===== config.mk =====
export PLATFORM = sky130hd
export DESIGN_NAME = latch_access_sched
export DESIGN_NICKNAME = d
export VERILOG_FILES = /design/src/rtl/latch_access_sched.sv
export SDC_FILE = /design/constraint.sdc
export NUM_CORES = 1
export LEC_CHECK = 0
export ABC_AREA = 0
export BUFFER_PORTS_ARGS = -buffer_cell sky130_fd_sc_hd__buf_4
export CORE_UTILIZATION = 53
export CTS_BUF_LIST = sky130_fd_sc_hd__clkbuf_8
export DETAILED_ROUTE_END_ITERATION = 8
export GPL_TIMING_DRIVEN = 0
export PLACE_DENSITY = 0.81
export SYNTH_ARGS = -nofsm -noshare
export SYNTH_HDL_FRONTEND = slang
export SYNTH_SLANG_ARGS = --single-unit

===== constraint.sdc =====
create_clock -name clk -period 1.9 [get_ports clk]
set_clock_uncertainty 0.15 [all_clocks]
set_input_delay 0.285 -clock clk [delete_from_list [all_inputs] [get_ports clk]]
set_output_delay 0.285 -clock clk [all_outputs]
set_load 0.005 [all_outputs]

===== src/rtl/latch_access_sched.sv =====
// rtl/latch_access_sched.sv - round-robin sequencer sharing one level-sensitive latch stage among NREQ requesters
module latch_access_sched #(
    parameter int NREQ        = 4,
    parameter int OPEN_CYCLES = 2,
    parameter int HOLD_CYCLES = 1
) (
    input  logic            clk,
    input  logic            rst_n,
    input  logic [NREQ-1:0] req,
    input  logic [NREQ-1:0] op_a,
    input  logic [NREQ-1:0] op_b,
    input  logic [NREQ-1:0] op_flip,
    output logic [NREQ-1:0] gnt,
    output logic            lat_en,
    output logic            lat_a,
    output logic            lat_b,
    output logic            lat_flip,
    input  logic            lat_y,
    output logic            done,
    output logic            result,
    output logic            busy
);
    localparam int PW   = (NREQ > 1) ? $clog2(NREQ) : 1;
    localparam int MAXC = (OPEN_CYCLES > HOLD_CYCLES) ? OPEN_CYCLES : HOLD_CYCLES;
    localparam int CW   = (MAXC > 0) ? $clog2(MAXC + 1) : 1;

    typedef enum logic [2:0] {
        S_IDLE  = 3'd0,
        S_SETUP = 3'd1,
        S_OPEN  = 3'd2,
        S_HOLD  = 3'd3,
        S_DONE  = 3'd4
    } state_t;

    state_t          state, state_nxt;
    logic [CW-1:0]   cnt;
    logic [PW-1:0]   rr_ptr;
    logic [PW-1:0]   owner;
    logic [PW-1:0]   win_idx;
    logic            win_found;
    logic            open_last;
    logic            hold_last;

    // Rotating priority search: first set req at or after rr_ptr, wrapping.
    always_comb begin
        int j;
        j         = 0;
        win_found = 1'b0;
        win_idx   = '0;
        for (int i = 0; i < NREQ; i++) begin
            j = int'(rr_ptr) + i;
            if (j >= NREQ) j = j - NREQ;
            if (!win_found && req[j]) begin
                win_found = 1'b1;
                win_idx   = PW'(j);
            end
        end
    end

    assign open_last = (cnt == CW'(OPEN_CYCLES - 1));
    assign hold_last = (cnt == CW'(HOLD_CYCLES - 1));

    always_comb begin
        state_nxt = state;
        case (state)
            S_IDLE:  if (win_found) state_nxt = S_SETUP;
            S_SETUP: state_nxt = S_OPEN;
            S_OPEN:  if (open_last) state_nxt = S_HOLD;
            S_HOLD:  if (hold_last) state_nxt = S_DONE;
            S_DONE:  state_nxt = S_IDLE;
            default: state_nxt = S_IDLE;
        endcase
    end

    // lat_en, done and busy are flops decoded from the next state so they never glitch.
    always_ff @(posedge clk or negedge rst_n) begin
        if (!rst_n) begin
            state    <= S_IDLE;
            cnt      <= '0;
            rr_ptr   <= '0;
            owner    <= '0;
            gnt      <= '0;
            lat_en   <= 1'b0;
            lat_a    <= 1'b0;
            lat_b    <= 1'b0;
            lat_flip <= 1'b0;
            done     <= 1'b0;
            result   <= 1'b0;
            busy     <= 1'b0;
        end else begin
            state  <= state_nxt;
            lat_en <= (state_nxt == S_OPEN);
            done   <= (state_nxt == S_DONE);
            busy   <= (state_nxt != S_IDLE);
            if (state_nxt != state || (state != S_OPEN && state != S_HOLD)) begin
                cnt <= '0;
            end else begin
                cnt <= cnt + CW'(1);
            end
            if (state == S_IDLE && win_found) begin
                gnt      <= {{(NREQ-1){1'b0}}, 1'b1} << win_idx;
                owner    <= win_idx;
                lat_a    <= op_a[win_idx];
                lat_b    <= op_b[win_idx];
                lat_flip <= op_flip[win_idx];
            end
            if (state == S_HOLD && hold_last) begin
                result <= lat_y;
            end
            if (state == S_DONE) begin
                gnt    <= '0;
                rr_ptr <= (owner == PW'(NREQ - 1)) ? '0 : owner + PW'(1);
            end
        end
    end
endmodule

### Word level (Yosys, flattened, before mapping)

Index checks and enable logic that the tools add are counted.

| word-level totals | value |
|---|---|
| register bits after elaboration | 20 |
| input bits | 19 |

| cells by class | value |
|---|---|
| $add $sub $neg | 9 |
| $lt $le $gt $ge | 9 |
| shift operators | 1 |
| eq/ne operators | 11 |
| muxes and demuxes | 38 |
| reductions and logical operators | 14 |

Operator list:

| cell | count |
|---|---|
| 32-bit by 4-bit < comparator with 1-bit output, second input constant | 4 |
| 32-bit two-way mux | 4 |
| 1-bit two-way mux | 15 |
| 1-bit binary-select mux with 2-bit select | 7 |
| 2-bit two-way mux | 6 |
| 3-bit one-hot mux with 4 select lines | 1 |
| 3-bit by 3-bit subtractor with 4-bit output, second input constant | 3 |
| 3-bit by 2-bit == test with 1-bit output, second input constant | 3 |
| 3-bit >= comparator, second input constant | 3 |
| 3-bit two-way mux | 3 |
| 4-bit two-way mux | 2 |
| 2-bit by 2-bit adder with 3-bit output, second input constant | 2 |
| 3-bit == test, second input constant | 2 |
| 1-bit logical AND | 6 |
| 3-bit by 2-bit != test with 1-bit output, second input constant | 2 |
| 2-bit by 1-bit adder with 2-bit output, second input constant | 2 |
| 1-bit by 2-bit left shift with 4-bit output, first input constant | 1 |
| 2-bit by 3-bit subtractor with 4-bit output, second input constant | 1 |
| 2-bit by 1-bit adder with 3-bit output, second input constant | 1 |
| 3-bit by 1-bit == test with 1-bit output, second input constant | 1 |
| 2-bit by 3-bit >= comparator with 1-bit output, second input constant | 1 |
| 1-bit logical NOT | 3 |
| 3-bit logical NOT | 1 |
| 2-bit by 3-bit < comparator with 1-bit output, second input constant | 1 |
| 7 further kinds | 7 |

### Longest topological paths before layout

Gate-level depths: netlist of run 1.

| depth | value |
|---|---|
| depth after elaboration | 20 |
| gate-level depth with buffers | 7 |

### Worst setup path after synthesis of run 1

OpenSTA, ideal clock, no wires.

| timing | value |
|---|---|
| path type | flip-flop to flip-flop |
| start | register state[0] |
| end | register lat_a |
| library setup time | 0.126 ns |
| cell stages (with the launch flop) | 7 |
| arrival | 1.420 ns |
| period minus slack after synthesis | 1.696 ns |
| required time | 1.624 ns |
| buffers on the path | 2 |
| path slack | 0.204 ns |
| cell sequence | dfrtp_1 or2_0 clkbuf_2 or3_1 buf_6 nor2_1 a31oi_1 |

| on the way | value |
|---|---|
| cells in the longest elaborated chain, start to end | 2 |

Ends and longest elaborated chain:

| item | RTL line | source |
|---|---|---|
| start, declared | 35 | `state_t state, state_nxt;` |
| start signal, assigned | 91 | `state <= state_nxt;` |
| 3-bit logical NOT | 100 | `if (state == S_IDLE && win_found) begin` |
| 1-bit logical AND | 100 |  |
| end signal, assigned | 103 | `lat_a <= op_a[win_idx];` |
| end, declared | 15 | `output logic lat_a,` |

No other way between the ends.
A chain may end at the register's enable or synchronous reset.

### Worst setup path in the final report of run 1

| timing | value |
|---|---|
| start | register rr_ptr[1] |
| end | register gnt[2] |

| on the way | value |
|---|---|
| cells in the longest elaborated chain, start to end | 18 |
| elaborated cells on any way between the ends | 46 |
| those cells by class | add/sub: 7; order compare: 4; shift: 1; mux: 26; reduce/logical: 8 |

Ends and longest elaborated chain:

| item | RTL line | source |
|---|---|---|
| start, declared | 37 | `logic [PW-1:0] rr_ptr;` |
| start signal, assigned | 112 | `rr_ptr <= (owner == PW'(NREQ - 1)) ? '0 : owner + PW'(1);` |
| branches (longest 18 deep; another with 3-bit by 3-bit subtractor with 4-bit output) | - |  |
| end signal, assigned | 101 | `gnt <= {{(NREQ-1){1'b0}}, 1'b1} << win_idx;` |
| end, declared | 13 | `output logic [NREQ-1:0] gnt,` |

Parallel ways; which one is timed is not known. The select of a mux whose other input is x is not followed.

==> results.json, run 1 <==
{
  "firstDrtPassIters": 4,
  "clk_pin_slew_worst_paths_ps": 70,
  "gp_congestion": 0.810,
  "cts-buffers-inserted": 3,
  "setup_viol": 0,
  "synth_edf_count": 0,
  "crit_chain": "buf_6 -> mux2i_1 -> nor2_1 -> or3_1 -> buf_6 -> a32oi_1 -> o21ai_1",
  "fin_crit_sh_pct": 96.3,
  "path_depth": 7,
  "final_cell_mix": "buf_4, dfrtp_1, nor2_1",
  "place_hpwl_um": 1610,
  "cp_top_family": "simple AND/OR/NAND/NOR gates",
  "seq_area_frac_synth_pct": 45.2,
  "num_rows": 16,
  "max-cap-violations": 0,
  "cts_tree": "done",
  "syn_to_final_growth_pct": 34.7,
  "chipWidth_um": 47.7,
  "dominantRegCellSynth": "dfrtp_1",
  "grt_pass1_vias": 838,
  "power.density_nw_per_um2": 1570,
  "min_delay_path_depth": 2,
  "ys_ff_latch": 20,
  "detail_route.wl_per_cell_um": 12.9,
  "ant_nets": 0,
  "final_common_cell": "buf_4",
  "drv_slew": 0,
  "fin_nets": 178,
  "start_kind": "flop",
  "fp.dieH_um": 47.7,
  "tightest_slew_ps": 510,
  "ys_warn_count": 0,
  "vias": 1006,
  "grt_pass1_wl_um": 3460,
  "portBuffers": 27,
  "via_per_inst": 5.53,
  "worst_path_largest_cell_delay_ps": 380,
  "htreeDepth": 1,
  "finalHoldViolCount": 0,
  "multi_input_area_um2": 537,
  "antenna_found_initial": 0,
  "crit_top_cell": "buf_6",
  "r2r_cells": 7,
  "fp.coreArea_um2": 1960,
  "ioPinCount": 30,
  "outcome": "finished clean",
  "syn_area_um2": 1110,
  "crit_path_end_kind": "flop",
  "synthArstFlopShare_pct": 100,
  "worst-path-max-fanout": 8,
  "max-slew-margin-rel_pct": 65.8,
  "drive_gt1_share_pct": 35.5,
  "syn_area_per_cell_um2": 9.46,
  "n_antenna_cell": 0,
  "drc": 0,
  "clock_sinks": 20,
  "cts_root_buf": "clkbuf_8",
  "fillCellCount": 143,
  "slowest_stage": "or3_1",
  "insertion_delay_ps": 260,
  "setup_tns_ps": 0,
  "ys_types": 36,
  "crit_required_ps": 1900,
  "rsz0062_at_grt": "no",
  "crit_type": "reg2reg",
  "grt_usage_pct": 22.4,
  "clockBufferDepth": 2,
  "static-leakage-power_nw": 0.708,
  "drt_wl_total_um": 2350,
  "design_area_um2": 1490,
  "hold_path_class": "in2reg",
  "max_freq_mhz": 547,
  "place_area_um2": 1340,
  "initialDrtViolationCount": 21,
  "overflow": 0,
  "crit_arrival_ps": 1820,
  "syn_inst": 117,
  "crit_buf_inv": 2,
  "seqCellArea_um2": 503,
  "die_area_um2": 2280,
  "vdd_drop_max_mv": 1.14,
  "synth_fp_nets": 139,
  "grt_max_degree": 21,
  "initial_core_util_pct": 56.4,
  "fin_crit_ps": 1830
}
-- flip-flops by register name, summed over array words and instances (netlist names) --
name and count:
busy 1, lat_en 1, lat_b 1, done 1, gnt 4, result 1, lat_flip 1, state 3
owner 2, lat_a 1, rr_ptr 2, cnt 2
-- report_power, final --
part | total [mW] | switching (mW) | internal [mW] | leakage (nW)
clock network | 0.426 | 0.144 | 0.281 | 0.0357
registers | 0.764 | 0.132 | 0.632 | 0.244
logic | 1.16 | 0.554 | 0.605 | 0.428
-- synth_stat cells (2+ instances only) --
cell type	instances	area share, %
or3_1	2	1.1
dfrtp_1	20	45
a32oi_1	4	3.2
buf_6	2	2.0
a21oi_1	3	1.4
ha_1	3	3.4
nor2_1	13	4.4
nor3_1	3	1.4
and4b_1	2	1.8
o21ai_0	4	1.8
mux2i_1	2	1.8
o21ai_1	4	1.8
buf_4	2	1.4
nand3_1	7	3.2
nor2b_1	2	1.1
a31oi_1	3	1.7
buf_2	2	0.90
inv_1	8	2.7
o22ai_1	4	2.3
mux2_2	2	2.0
nand2_1	10	3.4
-- metal layers --
metal	share of wire, %	wire length, um	GRT usage (%)
met1	47	1110	30.4
met4	1.7	39	11.1
met2	47	1110	34.9
met3	3.7	88	3.77
met5	0	0	0
-- through the flow --
step	utilization (%)	worst slack, ps	power [mW]	instances	hold WS (ps)
floorplan	-	204	1.43	117	-161
global placement	68.5	81.6	1.75	171	21.3
detailed placement	68.5	8.98	1.79	171	22.8
CTS	72.9	62.1	2.23	176	101
global route	76.0	3.07	2.53	182	98.6
finish	76.0	71.2	2.35	182	104
-- worst paths after layout --
kind / slack [ps] / to / from
min reg2reg: 340 / rr_ptr[0] / owner[0]
max in group asynchronous: 1100 / state[0] / rst_n
min in group asynchronous: 280 / lat_b / rst_n
min: 100 / result / lat_y
max: 70 / gnt[2] / rr_ptr[1]
max reg2reg: 70 / gnt[2] / rr_ptr[1]
-- cells by family after synthesis --
| family | after synthesis | share of synthesized area [%] |
|---|---|---|
| adder cells (fa/ha/maj) | 3 | 3.39 |
| buffers and inverters | 15 | 7.46 |
| AO/OA/AOI/OAI | 30 | 18.0 |
| AND/OR/NAND/NOR | 45 | 22.1 |
| flip-flops | 20 | 45.2 |
| multiplexers | 4 | 3.84 |
-- cell type report --
type / instances / area share (%)
clock inverter: 1 / 2.01
timing repair buffer: 34 / 17.3
multi-input combinational: 82 / 36.0
buffer: 7 / 3.94
sequential: 20 / 33.7
tap: 27 / 2.27
inverter: 8 / 2.01
clock buffer: 3 / 2.77
-- repair_timing --
action                     CTS  global route
setup endpoints to repair    1             5
hold buffers                 1             0
hold endpoints to repair    20             0
pin swaps                    0             2
setup buffers                0             6
resized for setup            1             6
Power figures use the tool's default switching activity.
==> run 2, diff against run 1 <==
Settings changed: RECOVER_POWER set to 25.
==> results.json, run 2 (synthesis results as in run 1) <==
{
  "antenna_found_initial": 0,
  "power.internal_mw": 1.52,
  "syn_to_final_growth_pct": 34.4,
  "p_clk_share_pct": 18.1,
  "clockBufferDepth": 2,
  "setup_viol": 0,
  "r2r_end": "gnt[2]",
  "crit_arrival_ps": 1820,
  "multi_input_area_um2": 537,
  "vias": 999,
  "p_seq_share_pct": 32.5,
  "drive_gt1_share_pct": 34.8,
  "fin_crit_ps": 1830,
  "grt_pass1_vias": 838,
  "crit_chain": "buf_6 -> mux2i_1 -> nor2_1 -> or3_1 -> buf_6 -> a32oi_1 -> o21ai_1",
  "chipWidth_um": 47.7,
  "top_regs": "gnt x4, state x3",
  "max_freq_mhz": 548,
  "fin_cells": 182,
  "largest_register_ffs": 4,
  "fin_crit_sh_pct": 96.1,
  "clock_sinks": 20,
  "crit_required_ps": 1900,
  "via_per_inst": 5.49,
  "detail_route.wl_per_cell_um": 12.8,
  "initialDrtViolationCount": 24,
  "grt_max_degree": 21,
  "place_hpwl_um": 1610,
  "p_sw_share_pct": 35.3,
  "share_comb_of_total_power_pct": 49.3,
  "die_area_um2": 2280,
  "crit_path_end_kind": "flop",
  "max-cap-violations": 0,
  "start_kind": "flop",
  "rsz0062_at_grt": "no",
  "placed_cells": 171,
  "power.density_nw_per_um2": 1580,
  "ioPinCount": 30,
  "power.switching_uw": 829,
  "place_area_um2": 1340,
  "htreeDepth": 1,
  "hold_path_class": "in2reg",
  "slowest_stage": "or3_1",
  "worst-path-max-fanout": 8,
  "tightest_slew_ps": 1020,
  "dp_slack_ps": 8.98,
  "vdd_drop_max_mv": 1.14,
  "portBuffers": 27,
  "fin_util_pct": 75.8,
  "drt_wl_total_um": 2340,
  "setup_ws_ps": 74.4,
  "drc": 0,
  "crit_top_cell": "buf_6",
  "static-leakage-power_nw": 0.704,
  "cts-buffers-inserted": 3,
  "power_mw": 2.35,
  "r2r-start": "rr_ptr[1]",
  "clk_pin_slew_worst_paths_ps": 70,
  "fillCellCount": 142,
  "outcome": "finished clean",
  "finalHoldViolCount": 0,
  "worst_path_largest_cell_delay_ps": 380,
  "grt_pass1_wl_um": 3460,
  "design_area_um2": 1490,
  "cts_root_buf": "clkbuf_8",
  "hp-start": "lat_y",
  "largest-register": "gnt",
  "num_rows": 16,
  "final_cell_mix": "buf_4, dfrtp_1, nor2_1",
  "min_delay_path_depth": 2,
  "fp.dieH_um": 47.7,
  "grt_usage_pct": 22.4,
  "initial_core_util_pct": 56.4,
  "seqCellArea_um2": 503,
  "firstDrtPassIters": 3,
  "ant_nets": 0,
  "setup_tns_ps": 0,
  "overflow": 0,
  "fp.coreArea_um2": 1960,
  "min_to": "result",
  "fin_nets": 178,
  "n_antenna_cell": 0,
  "gp_congestion": 0.810,
  "whs_ps": 104,
  "drv_slew": 0,
  "final_common_cell": "buf_4",
  "cts_tree": "done",
  "r2r_cells": 7,
  "max-slew-margin-rel_pct": 32.2,
  "r2r_slack_ps": 70,
  "crit_type": "reg2reg",
  "insertion_delay_ps": 260
}
[run 2: cell count changes in the layout (fill, tap and decap cells not counted), sizes merged]
cell | before | now
buf | 39 | 38
clkbuf | 4 | 5
[run 2: cell type report]
type	instances	share of cell area, %
Multi-Input combinational cell	82	36.1
Sequential cell	20	33.8
Timing Repair Buffer	34	17.1
Buffer	7	3.95
Clock buffer	3	2.78
Tap cell	27	2.27
Clock inverter	1	2.02
Inverter	8	2.02
[run 2: worst max-delay path: cells and delay by family (launching register included)]
family | cells | cell delay [ps]
AND/OR/NAND/NOR | 2 | 460
flip-flops | 1 | 370
buffers and inverters | 2 | 280
AO/OA/AOI/OAI | 2 | 250
multiplexers | 1 | 200
[run 2: metal layers]
metal  wire [um]  up-vias  track usage, %  part of all wire, %
li1            -      497               -                    -
met1        1100      477            30.4                   47
met2        1110       19            34.9                   48
met3          81        6            3.77                  3.5
met4          39        0            11.1                  1.7
met5           0        -               0                    0
[run 2: worst max-delay path by stage]
stage | startpoint | end | slack [ps] | depth (start not counted)
final | rr_ptr[1] | gnt[2] | 70 | 7
after global routing | state[0] | lat_a | 3 | 6
after CTS | state[0] | lat_a | 60 | 6
after detailed placement | rr_ptr[1] | gnt[3] | 9 | 6
after global placement | rr_ptr[1] | gnt[3] | 80 | 6
after floorplan | state[0] | lat_a | 200 | 6
[run 2: power groups by stage]
stage / clock (mW) / sequential (mW) / combinational [mW]
floorplan: 0 / 0.764 / 0.668
global placement: 0 / 0.767 / 0.978
detailed placement: 0 / 0.778 / 1.01
CTS: 0.426 / 0.771 / 1.03
global route: 0.442 / 0.783 / 1.31
finish: 0.426 / 0.764 / 1.16
[run 2: timing repair]
action	4_1_cts	5_1_grt
gates resized for setup	1	6
setup buffers	0	6
setup endpoints to repair	1	5
hold buffers	1	0
endpoints found under the hold margin	20	0
pin swaps	0	2
